**src/rtl/seg_scan_pkg.sv**
```systemverilog
// Shared types and constants for the 4-digit seven-segment scan controller.
package seg_scan_pkg;

    localparam int NUM_DIGITS = 4;
    localparam int PAT_W      = 7;
    localparam int SEG_W      = 8;

    // BLANK is the dark gap that precedes each digit, DRIVE lights that digit.
    typedef enum logic {
        SCAN_BLANK = 1'b0,
        SCAN_DRIVE = 1'b1
    } scan_state_t;

    // Active-low one-cold anode vector for the addressed digit.
    function automatic logic [NUM_DIGITS-1:0] anode_cold(input logic [1:0] dig);
        return ~(NUM_DIGITS'(1) << dig);
    endfunction

endpackage

```
**src/rtl/scan_timer.sv**
```systemverilog
// Scan timing: phase counter, BLANK/DRIVE state and digit index.
// Exposes the registered digit plus a one-cycle lookahead (phase_next,
// dig_next) so the parent can register its outputs aligned with the scan
// state. wrap flags the last DRIVE cycle of digit 3 (the 3 -> 0 wrap).
module scan_timer
    import seg_scan_pkg::*;
#(
    parameter int DIGIT_CYCLES = 50000,
    parameter int BLANK_CYCLES = 500,
    parameter int CNT_W        = 16
) (
    input  logic        clk,
    input  logic        rst_n,
    input  logic        enable,
    output logic [1:0]  dig_sel,
    output scan_state_t phase_next,
    output logic [1:0]  dig_next,
    output logic        wrap
);

    localparam logic [CNT_W-1:0] DIGIT_LAST = CNT_W'(DIGIT_CYCLES - 1);
    localparam logic [CNT_W-1:0] BLANK_LAST = CNT_W'(BLANK_CYCLES - 1);

    scan_state_t      state_reg;
    logic [CNT_W-1:0] cnt_reg;
    logic [CNT_W-1:0] cnt_next;
    logic [1:0]       dig_reg;

    // Next-state lookahead; disabling parks the scan at BLANK, digit 0, count 0.
    always_comb begin
        phase_next = state_reg;
        cnt_next   = cnt_reg + CNT_W'(1);
        dig_next   = dig_reg;
        wrap       = 1'b0;
        if (!enable) begin
            phase_next = SCAN_BLANK;
            cnt_next   = '0;
            dig_next   = '0;
        end else if (state_reg == SCAN_BLANK) begin
            if (cnt_reg == BLANK_LAST) begin
                phase_next = SCAN_DRIVE;
                cnt_next   = '0;
            end
        end else if (cnt_reg == DIGIT_LAST) begin
            phase_next = SCAN_BLANK;
            cnt_next   = '0;
            dig_next   = dig_reg + 2'd1;
            wrap       = (dig_reg == 2'd3);
        end
    end

    // Scan state register.
    always_ff @(posedge clk) begin
        if (!rst_n) begin
            state_reg <= SCAN_BLANK;
            cnt_reg   <= '0;
            dig_reg   <= '0;
        end else begin
            state_reg <= phase_next;
            cnt_reg   <= cnt_next;
            dig_reg   <= dig_next;
        end
    end

    assign dig_sel = dig_reg;

endmodule

```
**src/rtl/seg_scan_driver.sv**
```systemverilog
// 4-digit multiplexed seven-segment scan controller with a double-buffered
// frame. A producer loads the shadow buffer over valid/ready; the shadow is
// copied into the displayed buffer only at a frame wrap (or while disabled),
// so a frame is never torn.
module seg_scan_driver
    import seg_scan_pkg::*;
#(
    parameter int DIGIT_CYCLES = 50000,
    parameter int BLANK_CYCLES = 500,
    parameter int CNT_W        = 16
) (
    input  logic        clk,
    input  logic        rst_n,
    input  logic        enable,
    input  logic        upd_valid,
    output logic        upd_ready,
    input  logic [27:0] upd_pat,
    input  logic [3:0]  upd_dots,
    output logic [1:0]  dig_sel,
    output logic [7:0]  segments,
    output logic [3:0]  anode_n,
    output logic        frame_done
);

    scan_state_t phase_next;
    logic [1:0]  dig_next;
    logic        wrap;

    scan_timer #(
        .DIGIT_CYCLES (DIGIT_CYCLES),
        .BLANK_CYCLES (BLANK_CYCLES),
        .CNT_W        (CNT_W)
    ) u_timer (
        .clk        (clk),
        .rst_n      (rst_n),
        .enable     (enable),
        .dig_sel    (dig_sel),
        .phase_next (phase_next),
        .dig_next   (dig_next),
        .wrap       (wrap)
    );

    logic [NUM_DIGITS*PAT_W-1:0] shadow_pat_reg;
    logic [NUM_DIGITS-1:0]       shadow_dot_reg;
    logic [NUM_DIGITS*PAT_W-1:0] active_pat_reg;
    logic [NUM_DIGITS-1:0]       active_dot_reg;
    logic [NUM_DIGITS*PAT_W-1:0] active_pat_next;
    logic [NUM_DIGITS-1:0]       active_dot_next;
    logic                        pending_reg;

    logic [SEG_W-1:0] seg_word [NUM_DIGITS];
    logic [SEG_W-1:0] segments_reg;
    logic [3:0]       anode_n_reg;
    logic             frame_done_reg;

    logic accept;
    logic boundary;
    logic swap;

    // Every disabled cycle is treated like a frame wrap so a pending frame lands at once.
    assign accept    = upd_valid && !pending_reg;
    assign boundary  = wrap || !enable;
    assign swap      = boundary && pending_reg;
    assign upd_ready = !pending_reg;

    assign active_pat_next = swap ? shadow_pat_reg : active_pat_reg;
    assign active_dot_next = swap ? shadow_dot_reg : active_dot_reg;

    // The output stage looks at the buffer as it will be after this edge.
    generate
        for (genvar gi = 0; gi < NUM_DIGITS; gi++) begin : g_seg_word
            assign seg_word[gi] = {active_pat_next[PAT_W*gi +: PAT_W], active_dot_next[gi]};
        end
    endgenerate

    // Frame buffers and handshake; an accept can only happen while nothing is pending.
    always_ff @(posedge clk) begin
        if (!rst_n) begin
            shadow_pat_reg <= '0;
            shadow_dot_reg <= '0;
            active_pat_reg <= '0;
            active_dot_reg <= '0;
            pending_reg    <= 1'b0;
        end else begin
            if (accept) begin
                shadow_pat_reg <= upd_pat;
                shadow_dot_reg <= upd_dots;
                pending_reg    <= 1'b1;
            end else if (swap) begin
                pending_reg    <= 1'b0;
            end
            active_pat_reg <= active_pat_next;
            active_dot_reg <= active_dot_next;
        end
    end

    // Registered display outputs, aligned with the scan state they describe.
    always_ff @(posedge clk) begin
        if (!rst_n) begin
            segments_reg   <= '0;
            anode_n_reg    <= 4'hF;
            frame_done_reg <= 1'b0;
        end else begin
            frame_done_reg <= wrap;
            if (phase_next == SCAN_DRIVE) begin
                segments_reg <= seg_word[dig_next];
                anode_n_reg  <= anode_cold(dig_next);
            end else begin
                segments_reg <= '0;
                anode_n_reg  <= 4'hF;
            end
        end
    end

    assign segments   = segments_reg;
    assign anode_n    = anode_n_reg;
    assign frame_done = frame_done_reg;

endmodule
```
**config.mk**
```make
export PLATFORM = sky130hd
export DESIGN_NAME = seg_scan_driver
export DESIGN_NICKNAME = d
export VERILOG_FILES = /design/src/rtl/seg_scan_pkg.sv /design/src/rtl/scan_timer.sv /design/src/rtl/seg_scan_driver.sv
export SDC_FILE = /design/constraint.sdc
export NUM_CORES = 1
export LEC_CHECK = 0
export BUFFER_PORTS_ARGS = -buffer_cell sky130_fd_sc_hd__buf_2
export CORE_MARGIN = 3
export CORE_UTILIZATION = 57
export CTS_CLUSTER_SIZE = 20
export DETAILED_ROUTE_END_ITERATION = 10
export HOLD_SLACK_MARGIN = 0.12
export PLACE_DENSITY_LB_ADDON = 0.15
export REMOVE_ABC_BUFFERS = 1
export SLEW_MARGIN = 20
export SYNTH_ARGS = -nofsm -noshare
export SYNTH_HDL_FRONTEND = slang
export SYNTH_SLANG_ARGS = --single-unit
```
**constraint.sdc**
```tcl
create_clock -name clk -period 2.8 [get_ports clk]
set_input_delay 0.14 -clock clk [delete_from_list [all_inputs] [get_ports clk]]
set_output_delay 0.14 -clock clk [all_outputs]
set_load 0.03 [all_outputs]
```
==> results.py, run 1 <==
metrics = {
    "status": {
        "run_status": "finished clean",
    },
    "synthesis": {
        "ys_types": 43,
        "synth_compound_area_share_pct": 12.8,
        "ys_async_sr_fraction_pct": 0,
        "synth_area_leaders": "dfxtp_1 50%, mux2i_1 8.3%, nand2_1 7.0%",
        "synth_area_leader_cell": "dfxtp_1",
        "synth_warnings": 0,
        "synth.avg_cell_area_sq_um": 9.56,
        "synth_xor_xnor_area_share_pct": 3.39,
        "yosysTopAreaCellShare_pct": 50.0,
        "synth_most_common_cell": "dfxtp_1",
        "synth_flop_cell": "dfxtp_1",
        "synth_commonest_cells": "97 x dfxtp_1, 72 x nand2_1, 32 x a21boi_0, 32 x mux2i_1, 30 x nor2b_1",
        "yosys-mux-area-fraction_pct": 9.71,
        "synth_edf_count": 0,
        "synthSimpleGateAreaFrac_pct": 20.4,
        "ys_ff_latch": 97,
        "synth-adder-area-share_pct": 0.645,
        "yosysSeqAreaShare_pct": 50.0,
        "synth_top_family_by_area": "simple AND/OR/NAND/NOR gates",
        "synth_area_sq_um": 3880,
        "syn_inst": 406,
    },
    "critical_path": {
        "cp_num_cells": 8,
        "r2r_start": "u_timer.cnt_reg[0]",
        "rr_endpoint": "segments[6]",
        "worst_path_dominant_cell_family": "compound AO/OA/AOI/OAI gates",
        "r2r_cells": 8,
        "crit_fanout": 23,
        "cpMaxStageDelayCell": "mux2_1",
        "critPathArrivalTime_ns": 2.62,
        "crit_buf_inv": 1,
        "worstPathCellList": "ha_1 -> and3_4 -> and3_1 -> a41oi_4 -> buf_4 -> mux2_1 -> a2bb2oi_1 -> a21oi_1",
        "required_ns": 3.05,
        "crit_start": "u_timer.cnt_reg[0]",
        "endpoint": "segments[6]",
        "critical_path_class": "reg -> reg",
        "cp-start-kind": "flip-flop",
        "crit_path_end_kind": "flip-flop",
        "rrSetupSlack_ns": 0.43,
        "slowest_delay_ns": 0.39,
    },
    "floorplanning": {
        "die_w_um": 88.5,
        "io_pins": 52,
        "die_area_sq_um": 7830,
        "core_area_sq_um": 6460,
        "fp-row-count": 29,
        "start_util_pct": 60.1,
        "die_height_um": 88.5,
    },
    "timing": {
        "rsz0062_at_grt": "false",
        "setup_viol": 0,
        "fin_crit_sh_pct": 84.5,
        "drv_slew": 0,
        "fin_tns_setup_ns": 0,
        "worst_slew_margin_rel_pct": 54.7,
        "min_period_ns": 2.37,
        "worst_pin_slew_ns": 0.674,
        "finalClockSkew_ns": 0.0133,
        "max_freq_ghz": 0.423,
        "finalHoldViolCount": 0,
    },
    "hold_path": {
        "hold_class": "in -> reg",
    },
    "global_routing": {
        "grt_pass1_wl_mm": 13.3,
        "grt_max_degree": 66,
        "top_usage_layer": "met2",
        "grt_overflow": 0,
        "grtUsageTotal_pct": 21.6,
        "use_met1_pct": 27.5,
        "met2_usage_pct": 36.2,
        "grt_pass1_vias": 2872,
        "use_met3_pct": 6.33,
        "grt_antenna_before_repair": 0,
    },
    "power": {
        "total_power_mw": 2.79,
        "seqPwrFrac_pct": 51.4,
        "p_int_mw": 2.22,
        "p_sw_mw": 0.571,
        "clock_power_share_pct": 41.7,
        "p_leak_nw": 2.00,
        "ir_drop_v": 0.000379,
        "pwr-share-comb_pct": 6.9,
        "pwr_density_cell_nw_per_um2": 582,
        "swShare_pct": 20.5,
    },
    "placed_design": {
        "place_congestion": 0.811,
        "dp.cells": 523,
        "dp_hpwl_mm": 5.14,
        "io_buffers": 51,
        "post_dp_cell_area_sq_um": 4210,
    },
    "cts": {
        "clock_path_buffers": 2,
        "cts_tree": "yes",
        "cts_htree_levels": 3,
        "clkSinkCount": 97,
        "cts_resized": 0,
        "cts_root_buf": "clkbuf_8",
        "clkLatencyLatePin_ns": 0.35,
        "cts_buffers": 9,
        "clk_pin_slew_ns": 0.09,
    },
    "routing": {
        "drt-initial-drc-count": 127,
        "antenna_left": 0,
        "viasPerCell": 5.18,
        "drcViolationCount": 0,
        "drt-pass1-iter-count": 4,
        "drt-wirelength-per-cell_um": 13.9,
        "drt_wl_total_mm": 7.92,
        "vias": 2954,
    },
    "layout": {
        "layoutNonFillerInstCount": 570,
        "fin_util_pct": 74.2,
        "nNetsFinal": 527,
        "synthToLayoutAreaGrowth_pct": 23.6,
        "final_cell_area_sq_um": 4790,
        "antennaDiodeCount": 0,
        "drive_gt1_share_pct": 17.0,
    },
    "run": {
        "drv_cap": 0,
    },
}
[per-layer routing]
metal | vias up | routed length, um
li1 | 1539 | -
met1 | 1359 | 3720
met2 | 50 | 3870
met3 | 6 | 281
met4 | 0 | 51
met5 | - | 0
[cell families (layout without fill, tap and decap cells)]
| group | Yosys count | count (layout) |
|---|---|---|
| AND/OR/NAND/NOR | 164 | 164 |
| XOR/XNOR | 15 | 15 |
| multiplexers | 37 | 37 |
| buffers and inverters | 27 | 114 |
| AO/OA/AOI/OAI | 64 | 64 |
| flip-flops | 97 | 97 |
| adder cells (fa/ha/maj) | 2 | 2 |
[worst min-delay path: cells and delay by family]
kind	cells	cell delay (ns)
AND/OR/NAND/NOR	1	0.14
buffers and inverters	1	0.12
AO/OA/AOI/OAI	1	0.06
[through the flow]
step,hold slack (ns),worst slack (ns)
finish,0.147,0.433
global route,0.152,0.256
CTS,0.132,0.421
detailed placement,0.398,0.466
global placement,0.390,0.520
floorplan,0.262,0.134
[power groups by stage]
stage	sequential, mW	clock, mW	combinational (mW)
final	1.43	1.16	0.192
after floorplan	1.46	0	0.0952
after detailed placement	1.47	0	0.158
after CTS	1.43	1.18	0.194
after global placement	1.47	0	0.154
after global routing	1.44	1.24	0.215
[layout make-up]
| type | count | area (sq um) |
|---|---|---|
| Clock buffer | 10 | 138 |
| Clock inverter | 5 | 128 |
| Fill cell | 482 | 1660 |
| Inverter | 7 | 26.3 |
| Multi-Input combinational cell | 282 | 1820 |
| Sequential cell | 97 | 1940 |
| Tap cell | 77 | 96.3 |
| Timing Repair Buffer | 92 | 643 |
[cell usage in the layout (no fill, tap or decap), drive strengths merged, types with 8 or more instances in the layout]
cell | netlist | final
dfxtp | 97 | 97
nand3 | 10 | 10
nor2 | 26 | 26
a21boi | 32 | 32
xnor2 | 8 | 8
dlygate4sd3 | 0 | 32
nor2b | 30 | 30
nand2 | 73 | 73
mux2i | 32 | 32
buf | 5 | 60
clkbuf | 15 | 10
[worst min path at each step]
stage	slack, ns	depth (start not counted)	end	from
6_report	0.15	3	u_timer.dig_sel[1]	rst_n
5_1_grt	0.15	3	u_timer.dig_sel[0]	rst_n
4_1_cts	0.13	3	u_timer.dig_sel[1]	rst_n
3_5_place_dp	0.40	3	shadow_pat_reg[23]	upd_pat[23]
3_3_place_gp	0.39	3	shadow_pat_reg[27]	upd_pat[27]
2_1_floorplan	0.26	1	active_dot_reg[2]	rst_n
[what timing repair did]
item	CTS	global route
hold endpoints to repair	32	0
endpoints found under the setup margin	0	0
hold buffers	32	0
buffers inserted	0	0
Note: power is estimated with default switching activity, not from simulation.
==> run 2: changes to the inputs <==
--- a/config.mk
+++ b/config.mk
@@ -5,6 +5,7 @@
 export SDC_FILE = /design/constraint.sdc
 export NUM_CORES = 1
 export LEC_CHECK = 0
+export ABC_AREA = 1
 export BUFFER_PORTS_ARGS = -buffer_cell sky130_fd_sc_hd__buf_2
 export CORE_MARGIN = 3
 export CORE_UTILIZATION = 57
==> constraint.sdc (replaced) <==
create_clock -name clk -period 2.36 [get_ports clk]
set_input_delay 0.118 -clock clk [delete_from_list [all_inputs] [get_ports clk]]
set_output_delay 0.118 -clock clk [all_outputs]
set_load 0.03 [all_outputs]
==> results.py, run 2 <==
metrics = {
    "cts": {
        "clkSinkCount": 97,
        "clk_pin_slew_ns": 0.09,
        "cts_htree_levels": 3,
        "clock_path_buffers": 2,
        "cts_tree": "yes",
        "cts_root_buf": "clkbuf_8",
        "cts_buffers": 9,
        "clkLatencyLatePin_ns": 0.36,
        "postCtsSetupRepairBufs": 0,
    },
    "routing": {
        "drt-initial-drc-count": 144,
        "vias": 3612,
        "antenna_left": 0,
        "drt-wirelength-per-cell_um": 12.1,
        "drcViolationCount": 0,
        "drt-pass1-iter-count": 4,
        "viasPerCell": 4.94,
        "drt_wl_total_mm": 8.85,
    },
    "layout": {
        "most-common-layout-cells": "116 x nand2_1, 107 x nor2_1, 97 x dfxtp_1",
        "drive_gt1_share_pct": 15.0,
        "layout.area.seq_sq_um": 1940,
        "nNetsFinal": 670,
        "layoutNonFillerInstCount": 731,
        "multiInputGateArea_sq_um": 1820,
        "synthToLayoutAreaGrowth_pct": 20.0,
        "fill_cells": 546,
        "antennaDiodeCount": 0,
        "layout_commonest_cell": "nand2_1",
        "fin_util_pct": 71.1,
    },
    "placed_design": {
        "dp_hpwl_mm": 5.56,
        "io_buffers": 51,
        "dp.cells": 682,
        "place_congestion": 0.837,
    },
    "floorplanning": {
        "die_w_um": 90.5,
        "fp-row-count": 30,
        "die_area_sq_um": 8200,
        "core_area_sq_um": 6870,
        "die_height_um": 90.5,
        "start_util_pct": 59.3,
        "io_pins": 52,
    },
    "synthesis": {
        "synth.avg_cell_area_sq_um": 7.36,
        "synth_commonest_cells": "116 x nand2_1, 107 x nor2_1, 97 x dfxtp_1",
        "synth_area_leader_cell": "dfxtp_1",
        "yosysTopAreaCellShare_pct": 47.7,
        "synth_area_leaders": "dfxtp_1 48%, nand2_1 11%, nor2_1 9.9%",
        "ys_ff_latch": 97,
        "synth_flop_cell": "dfxtp_1",
        "yosysSeqAreaShare_pct": 47.7,
        "syn_inst": 553,
        "synth_most_common_cell": "nand2_1",
        "ys_async_sr_fraction_pct": 0,
        "synth_warnings": 0,
        "synth_area_sq_um": 4070,
        "synth_edf_count": 0,
        "ys_types": 32,
    },
    "critical_path": {
        "crit_fanout": 23,
        "cpMaxStageDelayCell": "dfxtp_1",
        "worstPathCellList": "ha_1 -> nand2_1 -> nor2_4 -> nand4_4 -> nand2_4 -> buf_4 -> nand3_1 -> nand3_1 -> nand2_1 -> nor2_1 -> nor2_1",
        "worst_path_dominant_cell_family": "simple AND/OR/NAND/NOR gates",
        "required_ns": 2.61,
        "crit_path_end_kind": "flip-flop",
        "r2r_cells": 11,
        "critical_path_class": "reg -> reg",
        "cp-start-kind": "flip-flop",
        "crit_start": "u_timer.cnt_reg[0]",
        "cp_num_cells": 11,
        "r2r_start": "u_timer.cnt_reg[0]",
        "crit_buf_inv": 1,
        "slowest_delay_ns": 0.36,
        "critPathArrivalTime_ns": 2.27,
    },
    "timing": {
        "fin_crit_sh_pct": 85.9,
        "max_freq_ghz": 0.493,
        "setup_viol": 0,
        "finalHoldViolCount": 0,
        "drv_slew": 0,
        "finalClockSkew_ns": 0.00808,
        "rsz0062_at_grt": "false",
        "whs_ns": 0.155,
        "worst_slew_margin_rel_pct": 57.7,
        "fin_tns_setup_ns": 0,
        "min_period_ns": 2.03,
        "worst_pin_slew_ns": 0.634,
    },
    "hold_path": {
        "holdPathStages": 3,
        "hold_class": "in -> reg",
        "hp-start": "enable",
    },
    "global_routing": {
        "grt_pass1_vias": 3331,
        "grt_max_degree": 42,
        "grt_antenna_before_repair": 0,
        "grt_overflow": 0,
        "grtUsageTotal_pct": 22.4,
        "grt_pass1_wl_mm": 15.1,
    },
    "power": {
        "total_power_mw": 3.05,
        "p_leak_nw": 2.19,
        "pwr_density_cell_nw_per_um2": 624,
        "ir_drop_v": 0.000362,
    },
    "status": {
        "run_status": "finished clean",
    },
    "run": {
        "drv_cap": 0,
    },
}
==> run 2: per-stage QoR <==
step	setup slack, ns	instance area, sq um
2_1_floorplan	-0.0496	3940
3_3_place_gp	0.397	4360
3_5_place_dp	0.341	4360
4_1_cts	0.196	4890
5_1_grt	0.0974	4890
6_report	0.332	4890
==> run 2: logic make-up after synthesis <==
logic type	count (synthesis)	share of synthesized area, %
compound gates	63	7.80
xor+xnor	5	1.08
fa+ha+maj	2	0.614
buf+inv	72	7.68
flops	97	47.7
simple gates	314	35.1
==> run 2: timing repair <==
action                                 CTS  global route
hold buffers                            35             0
endpoints found under the hold margin   32             0
resized for setup                        0             0
==> run 2: layout make-up <==
cell class	count	area share, %
sequential	97	39.7
multi-input combinational	384	37.2
clock buffer	12	3.38
timing repair buffer	91	13.2
tap	96	2.46
inverter	49	3.76
clock inverter	2	0.282
==> run 2: where the power goes <==
group	internal [mW]	switching, mW
clock	0.459	0.530
combinational	0.132	0.189
sequential	1.71	0.0288
==> run 2: final timing paths <==
check                                           to  slack [ns]
worst max-delay path                   segments[3]        0.33
worst min-delay path            u_timer.dig_sel[1]        0.15
worst max register to register         segments[3]        0.33
worst min register to register  shadow_pat_reg[21]        0.47
==> run 2: worst min-delay path: cells and delay by family <==
| kind | cells | cell delay [ns] |
|---|---|---|
| buffers and inverters | 1 | 0.16 |
| and+or+nand+nor | 2 | 0.19 |
==> run 2: per-layer routing <==
metal | track usage, % | wire length, um | vias up
met4 | 8.67 | 145 | 0
met3 | 4.17 | 389 | 12
met5 | 0 | 0 | -
met2 | 36.8 | 4160 | 79
li1 | - | - | 1907
met1 | 29.3 | 4150 | 1614
==> run 3: changes to the inputs <==
--- a/config.mk
+++ b/config.mk
@@ -8,7 +8,8 @@
 export ABC_AREA = 1
 export BUFFER_PORTS_ARGS = -buffer_cell sky130_fd_sc_hd__buf_2
 export CORE_MARGIN = 3
-export CORE_UTILIZATION = 57
+export CORE_UTILIZATION = 60
+export CTS_BUF_LIST = sky130_fd_sc_hd__clkbuf_4 sky130_fd_sc_hd__clkbuf_8
 export CTS_CLUSTER_SIZE = 20
 export DETAILED_ROUTE_END_ITERATION = 10
 export HOLD_SLACK_MARGIN = 0.12
==> results.py, run 3 (synthesis results as in run 2) <==
metrics = {
    "floorplanning": {
        "fp-row-count": 29,
        "die_area_sq_um": 7810,
        "io_pins": 52,
        "die_w_um": 88.4,
        "die_height_um": 88.4,
        "start_util_pct": 63.1,
        "core_area_sq_um": 6460,
    },
    "layout": {
        "synthToLayoutAreaGrowth_pct": 22.3,
        "most-common-layout-cells": "116 x nand2_1, 107 x nor2_1, 97 x dfxtp_1",
        "drive_gt1_share_pct": 15.5,
        "fill_cells": 473,
        "layout_commonest_cell": "nand2_1",
        "final_cell_area_sq_um": 4980,
        "nNetsFinal": 678,
        "layout.area.seq_sq_um": 1940,
        "antennaDiodeCount": 0,
        "multiInputGateArea_sq_um": 1830,
    },
    "global_routing": {
        "grt_pass1_vias": 3424,
        "grt_pass1_wl_mm": 15.6,
        "grt_max_degree": 34,
        "grtUsageTotal_pct": 25.4,
        "grt_overflow": 0,
        "grt_antenna_before_repair": 0,
    },
    "cts": {
        "cts_tree": "yes",
        "cts_root_buf": "clkbuf_8",
        "clock_path_buffers": 2,
        "clk_pin_slew_ns": 0.09,
        "cts_htree_levels": 3,
        "clkLatencyLatePin_ns": 0.37,
        "clkSinkCount": 97,
        "cts_buffers": 9,
    },
    "power": {
        "clock_power_share_pct": 35.9,
        "p_sw_mw": 0.800,
        "p_int_mw": 2.45,
        "seqPwrFrac_pct": 53.6,
        "total_power_mw": 3.25,
        "ir_drop_v": 0.000523,
        "pwr_density_cell_nw_per_um2": 653,
        "pwr-share-comb_pct": 10.4,
        "swShare_pct": 24.6,
        "p_leak_nw": 2.24,
    },
    "routing": {
        "vias": 3782,
        "viasPerCell": 5.24,
        "drt-wirelength-per-cell_um": 13.0,
        "drt-pass1-iter-count": 5,
        "drcViolationCount": 0,
        "antenna_left": 0,
        "drt-initial-drc-count": 249,
        "drt_wl_total_mm": 9.40,
    },
    "critical_path": {
        "critical_path_class": "reg -> reg",
        "critPathArrivalTime_ns": 2.43,
        "r2r_cells": 11,
        "worstPathCellList": "ha_1 -> nand2_1 -> nor2_4 -> nand4_4 -> nand2_4 -> buf_4 -> nand3_1 -> nand3_1 -> nand2_1 -> nor2_1 -> nor2_1",
        "cpMaxStageDelayCell": "dfxtp_1",
        "cp-start-kind": "flip-flop",
        "crit_path_end_kind": "flip-flop",
        "required_ns": 2.61,
        "rrSetupSlack_ns": 0.17,
        "r2r_start": "u_timer.cnt_reg[0]",
        "crit_fanout": 18,
        "slowest_delay_ns": 0.38,
        "rr_endpoint": "segments[5]",
    },
    "timing": {
        "fin_crit_sh_pct": 92.6,
        "finalHoldViolCount": 0,
        "max_freq_ghz": 0.457,
        "fin_tns_setup_ns": 0,
        "rsz0062_at_grt": "false",
        "worst_slew_margin_rel_pct": 63.2,
        "finalClockSkew_ns": 0.00725,
        "drv_slew": 0,
        "worst_pin_slew_ns": 0.552,
        "min_period_ns": 2.19,
        "setup_viol": 0,
    },
    "status": {
        "run_status": "finished clean",
    },
    "hold_path": {
        "hp-start": "enable",
        "whs_endpoint": "u_timer.dig_sel[1]",
        "hold_class": "in -> reg",
        "holdPathStages": 3,
    },
    "placed_design": {
        "post_dp_cell_area_sq_um": 4360,
        "dp_hpwl_mm": 5.86,
        "io_buffers": 51,
        "place_congestion": 0.842,
    },
    "run": {
        "drv_cap": 0,
    },
}
[run 3: changes by cell type in the layout (fill, tap and decap cells not counted), moves of 2 or more]
cell	delta
buf_4	+4
clkinvlp_4	+2
bufinv_16	+2
dlygate4sd3_1	+4
clkbuf_8	-3
[run 3: worst max path at each step]
stage	start	endpoint	cells past startpoint	slack (ns)
floorplan	pending_reg	shadow_dot_reg[2]	4	-0.05
global placement	u_timer.cnt_reg[0]	segments[0]	12	0.36
detailed placement	u_timer.cnt_reg[0]	segments[2]	12	0.27
CTS	u_timer.cnt_reg[0]	segments[5]	12	0.17
global route	u_timer.cnt_reg[0]	segments[5]	11	0.005
finish	u_timer.cnt_reg[0]	segments[5]	11	0.17
[run 3: critical path: cells and delay by family, from the launching register on]
kind	cells	cell delay, ns
and+or+nand+nor	9	1.17
DFF	1	0.38
buffers and inverters	1	0.27
adders and majority gates	1	0.22
[run 3: what timing repair did]
item,CTS,global route
hold buffers,39,0
resized for setup,0,1
hold endpoints to repair,32,0
endpoints found under the setup margin,0,5
setup buffers,0,0
[run 3: metal layers]
layer | routed length [um] | share of wire (%) | vias to the layer above | GRT usage (%)
li1 | - | - | 1931 | -
met1 | 4120 | 44 | 1712 | 32.3
met2 | 4560 | 49 | 120 | 43.2
met3 | 527 | 5.6 | 19 | 4.66
met4 | 184 | 2.0 | 0 | 9.34
met5 | 0 | 0 | - | 0
[run 3: final cells by class]
class,instances,share of cell area (%)
well taps,77,1.93
inverters,49,3.69
multi-input cells,384,36.7
flip-flops and latches,97,39.0
repair buffers,99,14.3
clock buffers,9,2.49
clock inverters,7,1.88
[run 3: power by group through the flow]
stage	sequential (mW)	combinational [mW]	clock, mW
4_1_cts	1.74	0.331	1.19
2_1_floorplan	1.78	0.170	0
6_report	1.75	0.340	1.17
3_5_place_dp	1.78	0.274	0
3_3_place_gp	1.78	0.265	0
5_1_grt	1.75	0.384	1.24
[run 3: stage by stage]
| stage | setup slack [ns] | std cells | util [%] | hold slack, ns |
|---|---|---|---|---|
| finish | 0.174 | 722 | 77.1 | 0.147 |
| global route | 0.00502 | 722 | 77.1 | 0.152 |
| CTS | 0.171 | 722 | 77.0 | 0.129 |
| detailed placement | 0.274 | 667 | 67.6 | 0.344 |
| global placement | 0.360 | 667 | 67.6 | 0.339 |
| floorplan | -0.0496 | 530 | - | 0.253 |
